<file path="config.mk">
export PLATFORM = sky130hd
export DESIGN_NAME = bulb_sequencer
export DESIGN_NICKNAME = d
export VERILOG_FILES = /design/src/rtl/bulb_sequencer.sv
export SDC_FILE = /design/constraint.sdc
export NUM_CORES = 1
export LEC_CHECK = 0
export ABC_AREA = 1
export BUFFER_PORTS_ARGS = -buffer_cell sky130_fd_sc_hd__buf_2
export CAP_MARGIN = 20
export CORE_ASPECT_RATIO = 1.1
export CORE_MARGIN = 2
export CORE_UTILIZATION = 58
export DETAILED_ROUTE_END_ITERATION = 10
export HOLD_SLACK_MARGIN = 0.12
export PLACE_DENSITY = 0.82
export REMOVE_ABC_BUFFERS = 1
export SLEW_MARGIN = 20
export SYNTH_ARGS = -nofsm -noshare
export SYNTH_HDL_FRONTEND = slang
export SYNTH_SLANG_ARGS = --single-unit
export TNS_END_PERCENT = 30
</file>
<file path="constraint.sdc">
create_clock -name clk -period 1.9 [get_ports clk]
set_clock_uncertainty 0.2 [all_clocks]
set_input_delay 0.095 -clock clk [delete_from_list [all_inputs] [get_ports clk]]
set_output_delay 0.095 -clock clk [all_outputs]
set_load 0.005 [all_outputs]
</file>
<file path="src/rtl/bulb_sequencer.sv">
// rtl/bulb_sequencer.sv - debounced switch-to-bulb sequencer with dead time and blink
//
// Purpose: lights one of N_SEL+1 bulbs from a main switch and N_SEL select
// switches. One active select switch picks its bulb; any other pattern picks
// the default bulb N_SEL. Raw switches are synchronised and debounced. A bulb
// change goes through DEAD_CYCLES all-off cycles (break-before-make). An
// optional blink mode gates the lit bulb on/off every BLINK_HALF cycles.
//
// Ports:
//   clk        in   system clock, rising edge
//   rst_n      in   asynchronous active-low reset
//   main_sw    in   raw main switch (asynchronous)
//   sel_sw     in   raw select switches [N_SEL-1:0] (asynchronous)
//   blink_en   in   raw blink-mode switch (asynchronous)
//   bulb       out  registered bulb drive [N_SEL:0], at most one bit high
//   active_idx out  registered index of the selected bulb
//   busy       out  registered, high while in the DEAD state
module bulb_sequencer #(
   parameter int N_SEL       = 2,
   parameter int DB_CYCLES   = 4,
   parameter int DEAD_CYCLES = 2,
   parameter int BLINK_HALF  = 8
) (
   input  logic                       clk,
   input  logic                       rst_n,
   input  logic                       main_sw,
   input  logic [N_SEL-1:0]           sel_sw,
   input  logic                       blink_en,
   output logic [N_SEL:0]             bulb,
   output logic [$clog2(N_SEL+1)-1:0] active_idx,
   output logic                       busy
);

   localparam int IW  = $clog2(N_SEL + 1);
   localparam int NW  = N_SEL + 2;
   localparam int DBW = $clog2(DB_CYCLES + 1);
   localparam int DW  = $clog2(DEAD_CYCLES + 1);
   localparam int PW  = $clog2(BLINK_HALF + 1);

   localparam logic [DBW-1:0] DB_LAST   = DBW'(DB_CYCLES - 1);
   localparam logic [DW-1:0]  DEAD_LOAD = DW'(DEAD_CYCLES);
   localparam logic [DW-1:0]  DEAD_ONE  = DW'(1);
   localparam logic [PW-1:0]  PH_LAST   = PW'(BLINK_HALF - 1);
   localparam logic [IW-1:0]  DEF_IDX   = IW'(N_SEL);

   typedef enum logic [1:0] {
      S_IDLE = 2'd0,
      S_ON   = 2'd1,
      S_DEAD = 2'd2
   } state_t;

   // Input path: raw vector layout is {blink, main, sel[N_SEL-1:0]}
   logic [NW-1:0]  raw;
   logic [NW-1:0]  sync1_q, sync1_d;
   logic [NW-1:0]  sync2_q, sync2_d;
   logic [NW-1:0]  db_q, db_d;
   logic [DBW-1:0] db_cnt_q [NW];
   logic [DBW-1:0] db_cnt_d [NW];

   logic [N_SEL-1:0] sel_db;
   logic             main_db;
   logic             blink_db;

   // Target decode
   logic          tgt_valid;
   logic [IW-1:0] tgt_idx;

   // Sequencer state
   state_t         state_q, state_d;
   logic [IW-1:0]  cur_q, cur_d;
   logic [DW-1:0]  dead_cnt_q, dead_cnt_d;
   logic [PW-1:0]  phase_cnt_q, phase_cnt_d;
   logic           phase_on_q, phase_on_d;
   logic [N_SEL:0] bulb_q, bulb_d;
   logic [IW-1:0]  active_idx_q, active_idx_d;
   logic           busy_q, busy_d;

   assign raw = {blink_en, main_sw, sel_sw};

   // Synchroniser and per-bit debounce: a bit only follows its synchronised
   // value after DB_CYCLES consecutive disagreeing cycles.
   always_comb begin
      sync1_d = raw;
      sync2_d = sync1_q;
      db_d    = db_q;
      for (int i = 0; i < NW; i++) begin
         db_cnt_d[i] = '0;
         if (sync2_q[i] != db_q[i]) begin
            if (db_cnt_q[i] == DB_LAST) begin
               db_d[i] = sync2_q[i];
            end else begin
               db_cnt_d[i] = db_cnt_q[i] + 1'b1;
            end
         end
      end
   end

   assign sel_db   = db_q[N_SEL-1:0];
   assign main_db  = db_q[N_SEL];
   assign blink_db = db_q[N_SEL+1];

   // Exactly one select bit set picks that bulb; anything else picks DEF_IDX.
   always_comb begin
      logic          seen_one;
      logic          seen_many;
      logic [IW-1:0] sel_idx;
      seen_one  = 1'b0;
      seen_many = 1'b0;
      sel_idx   = '0;
      for (int i = 0; i < N_SEL; i++) begin
         if (sel_db[i]) begin
            if (seen_one) begin
               seen_many = 1'b1;
            end
            seen_one = 1'b1;
            sel_idx  = IW'(i);
         end
      end
      tgt_valid = main_db;
      tgt_idx   = (seen_one && !seen_many) ? sel_idx : DEF_IDX;
   end

   // Next-state logic. The dead counter is loaded once on entry and is not
   // restarted by later target changes; the exit samples the newest target.
   always_comb begin
      state_d    = state_q;
      cur_d      = cur_q;
      dead_cnt_d = dead_cnt_q;
      case (state_q)
         S_IDLE: begin
            if (tgt_valid) begin
               state_d = S_ON;
               cur_d   = tgt_idx;
            end
         end
         S_ON: begin
            if (!tgt_valid) begin
               state_d = S_IDLE;
            end else if (tgt_idx != cur_q) begin
               state_d    = S_DEAD;
               dead_cnt_d = DEAD_LOAD;
            end
         end
         S_DEAD: begin
            if (!tgt_valid) begin
               state_d    = S_IDLE;
               dead_cnt_d = '0;
            end else if (dead_cnt_q == DEAD_ONE) begin
               state_d    = S_ON;
               cur_d      = tgt_idx;
               dead_cnt_d = '0;
            end else begin
               dead_cnt_d = dead_cnt_q - 1'b1;
            end
         end
         default: begin
            state_d = S_IDLE;
         end
      endcase
   end

   // Outputs are computed from the next state so they register alongside it.
   // The blink phase only advances while staying in ON with blink enabled;
   // every other path parks it at the start of an on phase, which gives the
   // fresh on phase on ON entry, on blink rising and the forced-on at blink fall.
   always_comb begin
      phase_cnt_d = '0;
      phase_on_d  = 1'b1;
      if (state_q == S_ON && state_d == S_ON && blink_db) begin
         if (phase_cnt_q == PH_LAST) begin
            phase_on_d = !phase_on_q;
         end else begin
            phase_cnt_d = phase_cnt_q + 1'b1;
            phase_on_d  = phase_on_q;
         end
      end

      bulb_d = '0;
      if (state_d == S_ON && phase_on_d) begin
         for (int i = 0; i <= N_SEL; i++) begin
            bulb_d[i] = (cur_d == IW'(i));
         end
      end

      active_idx_d = (state_d == S_ON) ? cur_d : active_idx_q;
      busy_d       = (state_d == S_DEAD);
   end

   always_ff @(posedge clk or negedge rst_n) begin
      if (!rst_n) begin
         sync1_q      <= '0;
         sync2_q      <= '0;
         db_q         <= '0;
         for (int i = 0; i < NW; i++) begin
            db_cnt_q[i] <= '0;
         end
         state_q      <= S_IDLE;
         cur_q        <= '0;
         dead_cnt_q   <= '0;
         phase_cnt_q  <= '0;
         phase_on_q   <= 1'b0;
         bulb_q       <= '0;
         active_idx_q <= '0;
         busy_q       <= 1'b0;
      end else begin
         sync1_q      <= sync1_d;
         sync2_q      <= sync2_d;
         db_q         <= db_d;
         for (int i = 0; i < NW; i++) begin
            db_cnt_q[i] <= db_cnt_d[i];
         end
         state_q      <= state_d;
         cur_q        <= cur_d;
         dead_cnt_q   <= dead_cnt_d;
         phase_cnt_q  <= phase_cnt_d;
         phase_on_q   <= phase_on_d;
         bulb_q       <= bulb_d;
         active_idx_q <= active_idx_d;
         busy_q       <= busy_d;
      end
   end

   assign bulb       = bulb_q;
   assign active_idx = active_idx_q;
   assign busy       = busy_q;

endmodule

</file>
==> impl_metrics.toml, run 1 <==
[logic_synthesis]
synth-xor-area-share = 0.0317
synth_compound_area_frac = 0.0348
synthMuxAreaShare = 0.00680
syn_inst = 164
synth-simple-area-share = 0.200
synth_warnings = 0
ys_seq_elements = 41
synth_fa_ha_area_frac = 0.0529
synth_top_family_by_area = "simple AND/OR/NAND/NOR gates"
synth_area_um2 = 1660
ys_types = 21
syn_avg_cell_area_um2 = 10.1
yosysSeqAreaShare = 0.620

[sta]
slew_headroom = 0.676
tightest_slew_ns = 0.487
hold_viol = 0
final.setup.worst_slack_ns = 0.197
fin_crit_ns = 1.70
final.setup.tns_ns = 0
period_share = 0.896
slew_viol_final = 0
setup_viol = 0
rsz0062_at_grt = "no"
max_freq_mhz = 587

[layout]
num_antenna_cells = 0
final_common_cell = "dfrtp_1"
syn_to_final_growth_pct = 13.8
nets = 202
final_cells = 222
layout_common_cells = "dfrtp_1, nand2_1, inv_1"
final_cell_area_um2 = 1880
drive_gt1_frac = 0.153

[critical_path]
path_class = "flip-flop to flip-flop"
crit_fanout = 5
reg2reg_depth = 10
crit_required_ns = 1.93
reg2reg_from = "db_q[0]$_DFFE_PN0P_"
cp-end-kind = "flip-flop"
worst_ep_arrival_time_ns = 1.73
cp-start-kind = "flip-flop"
ff2ff_setup_slack_ns = 0.20
reg2reg_to = "phase_on_q$_DFF_PN0_"

[clock_tree]
tritoncts = "yes"
cts_buffers = 5
clock_latency_ns = 0.33
clkSinkCount = 41
clock_path_buffers = 2
htree_num_levels = 2
root_buffer = "clkbuf_4"
clkTransAtPathRegs_ns = 0.11

[die]
die_area_um2 = 3300
dieHeight_um = 60.0
rows = 20
ios = 12
core_area_um2 = 2750
start_util = 0.601
fp.dieW_um = 54.9

[place]
portBuffers = 11
dp_hpwl_um = 1860
dp_slack_ns = 0.137
place.gp.congestion = 0.845
dp_cells = 209
place_area_um2 = 1760

[routing]
dr.pass1.iters = 4
drc = 0
drtIter0Drc = 7
wl_per_cell_um = 11.1
ant_nets = 0
via_per_inst = 4.83
num_vias = 1073
drt_wl_total_um = 2460

[pwr]
power.total_w = 0.00271
p_per_area_nw_per_um2 = 1440
p_leak_nw = 0.990
ir_drop_mv = 0.938

[global_routing]
grt_pass1_vias = 1056
grt_usage = 0.192
grt_pass1_wl_um = 4310
grt_antenna_before_repair = 0
grt_max_degree = 42
overflow = 0

[job]
max_cap_violations = 0

[hold_path]
hold_class = "input port to async pin"

[run_status]
status = "finished, final reports clean"
## synthesized netlist by cell type (all sizes together)
| cell | count | area share |
|---|---|---|
| a21oi | 4 | 0.012 |
| a31oi | 1 | 0.0038 |
| dfrtp | 41 | 0.62 |
| ha | 7 | 0.053 |
| inv | 24 | 0.054 |
| mux2 | 1 | 0.0068 |
| nand2 | 33 | 0.076 |
| nand3 | 8 | 0.024 |
| nand3b | 1 | 0.0045 |
| nand4 | 1 | 0.0038 |
| nor2 | 23 | 0.058 |
| nor3 | 5 | 0.015 |
| nor3b | 3 | 0.014 |
| o211ai | 1 | 0.0045 |
| o21ai | 4 | 0.014 |
| or2 | 1 | 0.0038 |
| xnor2 | 6 | 0.032 |
## repair_timing
action,in CTS,in global routing
setup endpoints to repair,0,2
resized for setup,0,1
setup buffers,0,1
hold endpoints to repair,45,0
hold buffers,5,0
## kinds of logic (layout without fill, tap and decap cells)
family | after synthesis | in the layout
xor gates and xnor gates | 6 | 6
buffers and inverters | 24 | 49
DFF | 41 | 41
adders and majority gates | 7 | 7
and+or+nand+nor | 75 | 75
AOI/OAI and AO/OA | 10 | 10
muxes | 1 | 1
## registers in the layout, indices dropped and copies added (netlist names)
signal and cells:
state_q 2, dead_cnt_q 2, phase_on_q 1, active_idx 2
phase_cnt_q 4, sync1_q 4, bulb 3, db_cnt_q 12
busy 1, sync2_q 4, db_q 4, cur_q 2
## layer usage
layer | global-route usage | share of wire | vias up | routed length, um
met1 | 0.206 | 0.44 | 488 | 1080
met3 | 0.0750 | 0.042 | 6 | 104
met2 | 0.323 | 0.49 | 18 | 1220
met5 | 0 | 0 | - | 0
li1 | - | - | 561 | -
met4 | 0.0941 | 0.026 | 0 | 63
## worst max path at each step
stage,start,endpoint,depth (start not counted)
global placement,db_q[0]$_DFFE_PN0P_,phase_on_q$_DFF_PN0_,10
detailed placement,db_q[0]$_DFFE_PN0P_,phase_on_q$_DFF_PN0_,10
CTS,db_q[0]$_DFFE_PN0P_,phase_on_q$_DFF_PN0_,10
finish,db_q[0]$_DFFE_PN0P_,phase_on_q$_DFF_PN0_,10
floorplan,db_q[0]$_DFFE_PN0P_,phase_on_q$_DFF_PN0_,10
global route,db_q[0]$_DFFE_PN0P_,phase_on_q$_DFF_PN0_,10
## power breakdown
part | total (W) | internal, W | switching [W] | leakage [nW]
Combinational | 0.00103 | 0.000427 | 0.000600 | 0.445
Clock | 0.000422 | 0.000175 | 0.000247 | 0.0314
Sequential | 0.00126 | 0.00111 | 0.000150 | 0.514
Total | 0.00271 | 0.00171 | 0.000997 | 0.990
## through the flow
stage | hold slack, ns | util
3_3_place_gp | -0.0294 | 0.639
3_5_place_dp | -0.0147 | 0.639
2_1_floorplan | -0.401 | -
6_report | 0.140 | 0.685
5_1_grt | 0.166 | 0.685
4_1_cts | 0.157 | 0.677
## worst max-delay path, stage by stage (launching register included)
cell	delay, ns
dfrtp_1	0.40
inv_1	0.12
ha_4	0.23
inv_1	0.05
nand2_1	0.04
nand2_1	0.06
nand3_1	0.08
nand2_1	0.10
nand2_1	0.12
inv_1	0.11
nand3b_1	0.08
## layout make-up
| class | instances | area (um^2) |
|---|---|---|
| Fill cell | 206 | 868 |
| Sequential cell | 41 | 1030 |
| Clock buffer | 7 | 55.1 |
| Multi-Input combinational cell | 99 | 552 |
| Inverter | 24 | 90.1 |
| Tap cell | 33 | 41.3 |
| Timing Repair Buffer | 18 | 120 |
(Power assumes the default switching activity.)
==> run 2, diff against run 1 <==
BUFFER_PORTS_ARGS = unset   (was -buffer_cell sky130_fd_sc_hd__buf_2)
CAP_MARGIN = unset   (was 20)
CORE_UTILIZATION = 61   (was 58)
DONT_BUFFER_PORTS = 1   (was unset)
==> run 2 against run 1 <==
  * Combinational power down 9.8%
  * First-iteration DRC count rose by 43%
  * Sequential share of layout area is 0.33 points higher
  * Register-to-register slack barely moved
  * Die area is 4.6% lower
  * Non-clock buffer count shrank 7
  * Clock power rose by 2%
  * Final area decreased by 0.60%
  * Maximum frequency down 0.22%
  * Critical path type unchanged
  * Largest cell class unchanged
==> impl_metrics.toml, run 2 (synthesized netlist as in run 1, its figures left out) <==
[sta]
max_freq_mhz = 586
slew_viol_final = 0
period_share = 0.898
slew_headroom = 0.788
tightest_slew_ns = 0.315
hold_viol = 0
fin_crit_ns = 1.71
rsz0062_at_grt = "no"
final.setup.worst_slack_ns = 0.194
final.setup.tns_ns = 0
setup_viol = 0

[critical_path]
worst_ep_arrival_time_ns = 1.74
reg2reg_depth = 10
cp-start-kind = "flip-flop"
cp-end-kind = "flip-flop"
crit_fanout = 5
path_class = "flip-flop to flip-flop"
crit_required_ns = 1.94

[routing]
drt_wl_total_um = 2640
num_vias = 1103
via_per_inst = 5.18
drtIter0Drc = 10
ant_nets = 0
dr.pass1.iters = 5
drc = 0
wl_per_cell_um = 12.4

[clock_tree]
root_buffer = "clkbuf_4"
cts_buffers = 5
cts_resized = 0
clkTransAtPathRegs_ns = 0.11
htree_num_levels = 2
clock_latency_ns = 0.34
tritoncts = "yes"
clock_path_buffers = 2
clkSinkCount = 41

[pwr]
p_per_area_nw_per_um2 = 1410
p_leak_nw = 0.961
power.total_w = 0.00263
ir_drop_mv = 1.06

[die]
die_area_um2 = 3150
ios = 12
rows = 19
dieHeight_um = 58.6
start_util = 0.651
fp.dieW_um = 53.7
core_area_um2 = 2540

[layout]
layout_common_cells = "dfrtp_1, nand2_1, inv_1"
final_cells = 213
drive_gt1_frac = 0.0934
fillers = 185
nets = 195
syn_to_final_growth_pct = 13.2
largest_register = "db_cnt_q"
num_antenna_cells = 0
final_common_cell = "dfrtp_1"
largest_register_ffs = 12

[hold_path]
hold_depth = 0
hold_class = "flip-flop to flip-flop"

[place]
dp_hpwl_um = 1910
dp_slack_ns = 0.213
place.gp.congestion = 0.775
dp_cells = 195
portBuffers = 0

[global_routing]
grt_usage = 0.210
grt_pass1_wl_um = 4490
grt_max_degree = 42
grt_pass1_vias = 1107
overflow = 0
grt_antenna_before_repair = 0

[run_status]
status = "finished, final reports clean"

[job]
max_cap_violations = 0
-- run 2: repair_timing --
| item | CTS | global route |
|---|---|---|
| hold buffers | 11 | 0 |
| endpoints found under the hold margin | 45 | 0 |
| buffers inserted | 0 | 0 |
-- run 2: per-layer routing --
metal | GRT usage | up-vias | routed length [um]
li1 | - | 553 | -
met1 | 0.204 | 526 | 1080
met2 | 0.368 | 17 | 1400
met3 | 0.0787 | 7 | 89
met4 | 0.125 | 0 | 68
met5 | 0 | - | 0
-- run 2: cell type report --
| type | count | area [um^2] | area share |
|---|---|---|---|
| Tap cell | 31 | 38.8 | 0.0207 |
| Sequential cell | 41 | 1030 | 0.548 |
| Multi-Input combinational cell | 99 | 539 | 0.288 |
| Timing Repair Buffer | 11 | 120 | 0.0641 |
| Clock inverter | 1 | 7.51 | 0.00401 |
| Inverter | 24 | 90.1 | 0.0481 |
| Clock buffer | 6 | 51.3 | 0.0274 |
-- run 2: stage by stage --
stage | area (um^2) | util | hold WS [ns]
2_1_floorplan | 1660 | - | -0.401
3_3_place_gp | 1690 | 0.666 | -0.400
3_5_place_dp | 1690 | 0.666 | -0.400
4_1_cts | 1870 | 0.736 | 0.167
5_1_grt | 1870 | 0.736 | 0.165
6_report | 1870 | 0.736 | 0.162
-- run 2: worst paths after layout --
| check | from | end | slack (ns) |
|---|---|---|---|
| max | db_q[0]$_DFFE_PN0P_ | phase_on_q$_DFF_PN0_ | 0.19 |
| min | sync1_q[0]$_DFF_PN0_ | sync2_q[0]$_DFF_PN0_ | 0.16 |
| max reg2reg | db_q[0]$_DFFE_PN0P_ | phase_on_q$_DFF_PN0_ | 0.19 |
| min reg2reg | sync1_q[0]$_DFF_PN0_ | sync2_q[0]$_DFF_PN0_ | 0.16 |
| max in group asynchronous | rst_n | bulb[2]$_DFF_PN0_ | 0.78 |
| min in group asynchronous | rst_n | db_cnt_q[10]$_DFF_PN0_ | 0.53 |
-- run 2: worst max-delay path, cell delays in order, from the launching register on --
cell      delay [ns]
dfrtp_1         0.37
inv_1           0.06
ha_1            0.33
inv_1           0.06
nand2_1         0.05
nand2_1         0.07
nand3_1         0.07
nand2_1         0.10
nand2_1         0.12
inv_1           0.10
nand3b_1        0.07
-- run 2: report_power, final --
| group | internal (W) | switching (W) | leakage, nW |
|---|---|---|---|
| clock | 0.000173 | 0.000259 | 0.0303 |
| combinational | 0.000362 | 0.000567 | 0.417 |
| sequential | 0.00111 | 0.000163 | 0.514 |
==> run 3, diff against run 2 <==
MAX_ROUTING_LAYER = met4   (was unset)
==> run 3 against run 2 <==
  * Via count down 0.18%
  * Critical path type unchanged
  * Critical path depth did not move
  * Utilization unchanged
  * Global-route usage is 0.63 points higher
  * Total power hardly changed
  * Wire length shrank 0.30%
  * Cell count did not move
  * Sequential power barely moved
  * Clock power hardly changed
  * Sequential cell count unchanged
  * First-iteration DRC count grew 20%
  * Count of clock-buffer cells in the layout stayed put
==> impl_metrics.toml, run 3 (synthesized netlist as in run 1, its figures left out) <==
[hold_path]
hold_class = "flip-flop to flip-flop"

[die]
dieHeight_um = 58.6
die_area_um2 = 3150
core_area_um2 = 2540
rows = 19
fp.dieW_um = 53.7
ios = 12
start_util = 0.651

[global_routing]
grt_antenna_before_repair = 0
overflow = 0
grt_pass1_wl_um = 4490
grt_usage = 0.217
grt_max_degree = 42
grt_pass1_vias = 1107

[place]
portBuffers = 0
dp_hpwl_um = 1910
place.gp.congestion = 0.785
dp_slack_ns = 0.213
dp_cells = 195

[layout]
drive_gt1_frac = 0.0934
largest_register_ffs = 12
nets = 195
final_cells = 213
num_antenna_cells = 0
final_common_cell = "dfrtp_1"
largest_register = "db_cnt_q"
syn_to_final_growth_pct = 13.2
layout_common_cells = "dfrtp_1, nand2_1, inv_1"

[routing]
drtIter0Drc = 12
drt_wl_total_um = 2630
num_vias = 1101
dr.pass1.iters = 5
via_per_inst = 5.17
wl_per_cell_um = 12.3
ant_nets = 0
drc = 0

[sta]
final.setup.worst_slack_ns = 0.193
final.setup.tns_ns = 0
rsz0062_at_grt = "no"
max_freq_mhz = 586
slew_headroom = 0.789
fin_crit_ns = 1.71
tightest_slew_ns = 0.315
setup_viol = 0
slew_viol_final = 0
hold_viol = 0
period_share = 0.899

[clock_tree]
clock_path_buffers = 2
tritoncts = "yes"
htree_num_levels = 2
root_buffer = "clkbuf_4"
postCtsSetupRepairBufs = 0
clock_latency_ns = 0.34
clkTransAtPathRegs_ns = 0.11
cts_buffers = 5
clkSinkCount = 41

[critical_path]
path_class = "flip-flop to flip-flop"
cp-start-kind = "flip-flop"
worst_ep_arrival_time_ns = 1.75
cp-end-kind = "flip-flop"
crit_required_ns = 1.94
crit_fanout = 5

[job]
max_cap_violations = 0

[run_status]
status = "finished, final reports clean"

[pwr]
p_int_w = 0.00164
p_leak_nw = 0.961
switchingPower_w = 0.000989
sw_frac_of_total = 0.376
p_per_area_nw_per_um2 = 1410
p_seq_frac = 0.483
power_frac_comb = 0.353
ir_drop_mv = 1.06
p_clk_frac = 0.164
power.total_w = 0.00263
[run 3: worst max-delay path, cell delays in order, from the launching register on]
cell,delay (ns)
dfrtp_1,0.37
inv_1,0.06
ha_1,0.33
inv_1,0.06
nand2_1,0.05
nand2_1,0.07
nand3_1,0.07
nand2_1,0.10
nand2_1,0.12
inv_1,0.10
nand3b_1,0.07
[run 3: worst paths after layout]
kind                                 startpoint  slack (ns)                endpoint  depth (start not counted)
setup / recovery            db_q[0]$_DFFE_PN0P_        0.19    phase_on_q$_DFF_PN0_                         10
hold / removal             sync1_q[0]$_DFF_PN0_        0.16    sync2_q[0]$_DFF_PN0_                          0
setup reg to reg            db_q[0]$_DFFE_PN0P_        0.19    phase_on_q$_DFF_PN0_                         10
hold reg to reg            sync1_q[0]$_DFF_PN0_        0.16    sync2_q[0]$_DFF_PN0_                          0
max in group asynchronous                 rst_n        0.78       bulb[2]$_DFF_PN0_                          3
min in group asynchronous                 rst_n        0.53  db_cnt_q[10]$_DFF_PN0_                          3
[run 3: stage by stage]
step | hold WS (ns) | instance area [um^2] | util
4_1_cts | 0.167 | 1870 | 0.736
5_1_grt | 0.165 | 1870 | 0.736
3_3_place_gp | -0.400 | 1690 | 0.666
6_report | 0.162 | 1870 | 0.736
3_5_place_dp | -0.400 | 1690 | 0.666
2_1_floorplan | -0.401 | 1660 | -
[run 3: per-layer routing]
| metal | up-vias | global-route usage | wire length [um] |
|---|---|---|---|
| met5 | - | - | 0 |
| met4 | 0 | 0.125 | 67 |
| met3 | 8 | 0.0787 | 90 |
| met2 | 17 | 0.368 | 1400 |
| met1 | 523 | 0.204 | 1070 |
| li1 | 553 | - | - |
[run 3: power groups by stage]
stage          Combinational (W)  Clock [W]  Sequential, W
2_1_floorplan           0.000737          0        0.00125
3_3_place_gp            0.000834          0        0.00127
3_5_place_dp            0.000893          0        0.00129
4_1_cts                 0.000935   0.000453        0.00127
5_1_grt                  0.00107   0.000497        0.00130
6_report                0.000928   0.000432        0.00127
[run 3: what timing repair did]
| item | in CTS | in global routing |
|---|---|---|
| hold buffers | 11 | 0 |
| gates resized for setup | 0 | 0 |
| hold endpoints to repair | 45 | 0 |
[run 3: area by class of cell]
cell class / instances / area, um^2
Timing Repair Buffer: 11 / 120
Sequential cell: 41 / 1030
Clock inverter: 1 / 7.51
Clock buffer: 6 / 51.3
Fill cell: 185 / 671
Multi-Input combinational cell: 99 / 539
Inverter: 24 / 90.1
Tap cell: 31 / 38.8
